--- src/rtl/pipe_skid_reg_pkg.sv ---
// Shared types and widths for the elastic pipeline register.
package pipe_skid_reg_pkg;

  localparam int unsigned COUNT_W = 2;

  typedef enum logic [COUNT_W-1:0] {
    ST_EMPTY = 2'd0,
    ST_ONE   = 2'd1,
    ST_TWO   = 2'd2
  } skid_state_e;

endpackage

--- src/rtl/pipe_skid_reg_slot.sv ---
// Single storage slot: valid bit plus payload register; clear wins over load.
module pipe_slot #(
  parameter int unsigned DATA_W = 32
) (
  input  logic              clk,
  input  logic              rst,
  input  logic              clr_i,
  input  logic              ld_i,
  input  logic [DATA_W-1:0] d_i,
  output logic              valid_o,
  output logic [DATA_W-1:0] data_o
);

  logic              valid_q;
  logic [DATA_W-1:0] data_q;

  // Clearing zeroes the payload too, so an empty slot always reads 0.
  always_ff @(posedge clk or posedge rst) begin
    if (rst) begin
      valid_q <= 1'b0;
      data_q  <= '0;
    end else if (clr_i) begin
      valid_q <= 1'b0;
      data_q  <= '0;
    end else if (ld_i) begin
      valid_q <= 1'b1;
      data_q  <= d_i;
    end
  end

  assign valid_o = valid_q;
  assign data_o  = data_q;

endmodule

--- src/rtl/pipe_skid_reg.sv ---
// Elastic inter-stage register with valid/ready, stall/flush and optional skid slot.
module pipe_skid_reg
  import pipe_skid_reg_pkg::*;
#(
  parameter int unsigned DATA_W = 32,
  parameter int unsigned SKID   = 1
) (
  input  logic               clk,
  input  logic               rst,
  input  logic               flush,
  input  logic               stall,
  input  logic               up_valid,
  output logic               up_ready,
  input  logic [DATA_W-1:0]  up_data,
  output logic               dn_valid,
  input  logic               dn_ready,
  output logic [DATA_W-1:0]  dn_data,
  output logic [COUNT_W-1:0] count
);

  logic              acc;
  logic              adv;
  logic              main_ld;
  logic              main_clr;
  logic [DATA_W-1:0] main_d;

  assign acc = up_valid & up_ready;
  assign adv = dn_valid & dn_ready & ~stall;

  pipe_slot #(.DATA_W(DATA_W)) u_main (
    .clk     (clk),
    .rst     (rst),
    .clr_i   (main_clr),
    .ld_i    (main_ld),
    .d_i     (main_d),
    .valid_o (dn_valid),
    .data_o  (dn_data)
  );

  if (SKID == 0) begin : g_single
    assign up_ready = ~dn_valid | adv;
    assign main_ld  = acc & ~flush;
    assign main_clr = flush | (adv & ~acc);
    assign main_d   = up_data;
    assign count    = {1'b0, dn_valid};
  end else begin : g_skid
    skid_state_e       state_q;
    skid_state_e       state_d;
    logic              skid_ld;
    logic              skid_clr;
    logic              skid_valid;
    logic [DATA_W-1:0] skid_data;

    pipe_slot #(.DATA_W(DATA_W)) u_skid (
      .clk     (clk),
      .rst     (rst),
      .clr_i   (skid_clr),
      .ld_i    (skid_ld),
      .d_i     (up_data),
      .valid_o (skid_valid),
      .data_o  (skid_data)
    );

    always_ff @(posedge clk or posedge rst) begin
      if (rst) state_q <= ST_EMPTY;
      else     state_q <= state_d;
    end

    // Occupancy state steers which slot loads; TWO never accepts since up_ready is low.
    always_comb begin
      state_d  = state_q;
      main_ld  = 1'b0;
      main_clr = 1'b0;
      main_d   = up_data;
      skid_ld  = 1'b0;
      skid_clr = 1'b0;
      if (flush) begin
        state_d  = ST_EMPTY;
        main_clr = 1'b1;
        skid_clr = 1'b1;
      end else begin
        unique case (state_q)
          ST_EMPTY: begin
            if (acc) begin
              main_ld = 1'b1;
              state_d = ST_ONE;
            end
          end
          ST_ONE: begin
            if (acc && adv) begin
              main_ld = 1'b1;
            end else if (acc) begin
              skid_ld = 1'b1;
              state_d = ST_TWO;
            end else if (adv) begin
              main_clr = 1'b1;
              state_d  = ST_EMPTY;
            end
          end
          ST_TWO: begin
            if (adv) begin
              main_ld  = 1'b1;
              main_d   = skid_data;
              skid_clr = 1'b1;
              state_d  = ST_ONE;
            end
          end
          default: begin
            state_d  = ST_EMPTY;
            main_clr = 1'b1;
            skid_clr = 1'b1;
          end
        endcase
      end
    end

    assign up_ready = ~skid_valid;
    assign count    = COUNT_W'(state_q);
  end

endmodule

--- config.mk ---
export PLATFORM = sky130hd
export DESIGN_NAME = pipe_skid_reg
export DESIGN_NICKNAME = d
export VERILOG_FILES = /design/src/rtl/pipe_skid_reg_pkg.sv /design/src/rtl/pipe_skid_reg_slot.sv /design/src/rtl/pipe_skid_reg.sv
export SDC_FILE = /design/constraint.sdc
export NUM_CORES = 1
export LEC_CHECK = 0
export BUFFER_PORTS_ARGS = -buffer_cell sky130_fd_sc_hd__buf_2
export CAP_MARGIN = 20
export CORE_ASPECT_RATIO = 1.75
export CORE_MARGIN = 2
export CORE_UTILIZATION = 30
export CTS_CLUSTER_DIAMETER = 80
export DETAILED_ROUTE_END_ITERATION = 6
export GPL_TIMING_DRIVEN = 0
export RECOVER_POWER = 50
export SYNTH_ARGS = -nofsm -noshare
export SYNTH_HDL_FRONTEND = slang
export SYNTH_SLANG_ARGS = --single-unit
--- constraint.sdc ---
create_clock -name clk -period 1.9 [get_ports clk]
set_input_delay 0 -clock clk [delete_from_list [all_inputs] [get_ports clk]]
set_output_delay 0 -clock clk [all_outputs]
set_load 0.01 [all_outputs]
==> summary.md <==
| Metric | Value |
|---|---|
| Critical Path Start Type | `flop` |
| DIE AREA | `10940 um^2` |
| WS Path Type | `reg2reg` |
| Async set-reset flop share out of synthesis | `100.0%` |
| Diode count | `0` |
| FF-to-FF path depth | `5` |
| Worst reg2reg path startpoint | `count[1]$_DFFE_PP0P_` |
| Worst path arrival time | `2.06 ns` |
| Clk_skew | `0.006441 ns` |
| Worst hold start | `up_valid` |
| Vias per cell | `4.717` |
| CTS tree | `done` |
| Lkg Pwr | `2.097 nW` |
| Clock buffers created by TritonCTS | `9` |
| Sequential-to-total area share from yosys stat | `56.24%` |
| Core region area | `9849 um^2` |
| Wire per inst | `14.76 um` |
| Critical Path RT | `roughly 2.2 ns` |
| Via count | `2335` |
| Worst reg2reg endpoint | `g_skid.u_skid.data_o[14]$_DFFE_PP0P_` |
| Nets | `just over 400` |
| Yosys reg bits | `68` |
| Slew @ Worst Pin | `1.438 ns` |
| Initial antenna violation count | `0` |
| Pin count of the biggest net entering global routing | `between 60 and 70` |
| Status | `finished clean` |
| Synth Flop Type | `dfrtp_1` |
| Dpl hpwl | `5.059 mm` |
| Num ports | `74` |
| Input/output buffers | `72` |
| R2r setup slk | `0.10 ns` |
| Number of synthesis warnings | `0` |
| Crit share post-route | `94.61%` |
| Rows | `48` |
| Cells after synthesis | `249` |
| Max-slew headroom | `4.143%` |
| Worst IR drop on VDD | `around 0.47 mV` |
| Pre-Repair DR Iteration Count | `4` |
| Max Root-Sink Buffers | `2` |
| Initial Utilization | `about 31%` |
| Global-route usage over all layers | `~15%` |
| Count of pins over their slew limit | `0` |
| Hold Path Class | `in2reg` |
| Crit. End Element | `flop` |
| Area grow syn2layout | `37.18%` |
| RSZ-0062 raised after global routing | `false` |
| Setup Buffers After CTS | `0` |
| Fraction of layout instances using a drive strength above 1 | `21.62%` |
| First-pass GRT wire length | `12.04 mm` |
| Final Hold Viols | `0` |
| Syn nets | `between 200 and 300` |
| Clk_lat worst skew | `0.33 ns` |
| Post-synth EDFFs | `0` |
| Residual DRC | `0` |
| Hold Path Depth | `5` |
| Max Cap Viol | `0` |
| CP Max Fanout | `10` |
| Final setup violating endpoints | `0` |
| Shortest period the worst path allows | `1.798 ns` |
| Root buffer cell | `clkbuf_16` |
| Final WL | `between 7 and 8 mm` |
| Clock Pin Slew Worst Setup and Hold Paths | `0.05 ns` |
| Grt ovf | `0` |
| Die Ht | `136.8 um` |
| RePlAce Congestion | `~0.70` |
| Syn Area/Cell | `between 10 and 15 um^2` |
| First-iteration detailed-routing DRC count | `107` |
| Post-DRT Antenna Nets | `0` |
| Yosys cell types | `33` |
| Synth Cell Area | `3025 um^2` |
| Die extent in x | `79.91 um` |
| H-tree levels | `3` |
| Maximum clock frequency | `556.3 MHz` |
| Pwr Total | `0.004048 W` |
| Min-Delay Endpoint | `g_skid.u_skid.valid_o$_DFFE_PP0P_` |
| PwrDens | `around 980 nW/um^2` |
| CTS Sinks | `68` |
| Setup_tns | `0 ns` |
| Via count of the first global-routing pass | `2379` |
[through the flow]
step | hold slack [ns] | std cells | instance area, um^2 | worst slack (ns) | util [%]
after detailed placement | 0.2460 | 446 | 3545 | 0.07958 | 35.99
after floorplan | 0.1397 | 249 | 3025 | 0.1885 | -
final | 0.1454 | 495 | 4150 | 0.1023 | 42.14
after global placement | 0.2434 | 446 | 3542 | -0.6986 | 35.96
after global routing | 0.1827 | 495 | 4150 | 0.002099 | 42.14
after CTS | 0.1408 | 495 | 4189 | 0.06515 | 42.53
[worst max path at each step]
stage,startpoint,end,slack (ns),depth (start not counted)
floorplan,rst,count[0]$_DFFE_PP0P_,0.19,1
CTS,count[1]$_DFFE_PP0P_,g_skid.u_skid.data_o[14]$_DFFE_PP0P_,0.07,5
detailed placement,count[1]$_DFFE_PP0P_,g_skid.u_skid.data_o[14]$_DFFE_PP0P_,0.08,5
finish,count[1]$_DFFE_PP0P_,g_skid.u_skid.data_o[14]$_DFFE_PP0P_,0.10,5
global route,count[1]$_DFFE_PP0P_,g_skid.u_skid.data_o[14]$_DFFE_PP0P_,0.002,5
global placement,rst,g_skid.u_skid.valid_o$_DFFE_PP0P_,-0.70,2
[flip-flops by register name (all words and copies together), names as in the netlist]
| name | count |
|---|---|
| count | 2 |
| g_skid.u_skid.valid_o | 1 |
| u_main.data_o | 32 |
| u_main.valid_o | 1 |
| g_skid.u_skid.data_o | 32 |
[cells in the final DEF (no fill, tap or decap), drive strengths merged]
master and count:
or2 2, and4b 1, o21ba 1, o21a 1, buf 55, nor2 6, o22a 3, mux2i 33
inv 2, a211oi 1, nand2b 1, and3b 1, nand3b 2, or3b 1, nor3b 1, nor3 1
dlygate4sd3 34, dfrtp 68, clkbuf 49, a21oi 2, or2b 1, bufinv 1, o21bai 1, o21ai 32
o32ai 1, a22o 32, nor2b 1, nand2 36
[per-layer routing]
layer,GRT usage [%],routed length [um]
met5,0,0
met4,7.627,193
met3,3.232,327
met2,23.70,3742
met1,17.73,3044
[critical path, cell delays in order (launching register included)]
cell,delay (ns)
dfrtp_1,0.50
nor3b_4,0.41
nand2_2,0.13
nor3_4,0.32
buf_6,0.21
a22o_1,0.15
[cells by family after synthesis]
family	after synthesis	synth area share, %
AO/OA/AOI/OAI	74	18.16
flip-flops	68	56.24
AND/OR/NAND/NOR	54	9.223
multiplexers	33	10.92
buffers and inverters	20	5.459
[what timing repair did]
action                                 in CTS  in global routing
endpoints found under the hold margin     134                  0
setup endpoints to repair                   0                 13
resized for setup                           0                  1
hold buffers                               34                  0
[where the power goes]
group	switching [W]	internal [W]
clock	0.000575	0.00112
combinational	0.000382	0.000304
sequential	0.0000857	0.00159
total	0.00104	0.00301
[cells in the mapped netlist (2+ instances only)]
cell type | n | area share [%]
dfrtp_1 | 68 | 56
nand2_1 | 34 | 4.2
mux2i_1 | 33 | 11
a22o_1 | 32 | 9.3
o21ai_1 | 30 | 5.0
buf_6 | 10 | 3.7
buf_2 | 6 | 0.99
nor2_1 | 5 | 0.62
buf_4 | 2 | 0.50
inv_1 | 2 | 0.25
nand2_2 | 2 | 0.41
nand3b_1 | 2 | 0.50
o21ai_0 | 2 | 0.33
o22a_1 | 2 | 0.58
[final cells by class]
type                            count  area (um^2)
Tap cell                          125        156.4
Buffer                             18        157.7
Timing Repair Buffer              106        656.9
Inverter                            2        7.507
Sequential cell                    68         1702
Fill cell                        1008         5699
Clock buffer                       14        274.0
Clock inverter                      1        30.03
Multi-Input combinational cell    161         1166
No activity file was read; power rests on OpenSTA's default activity.
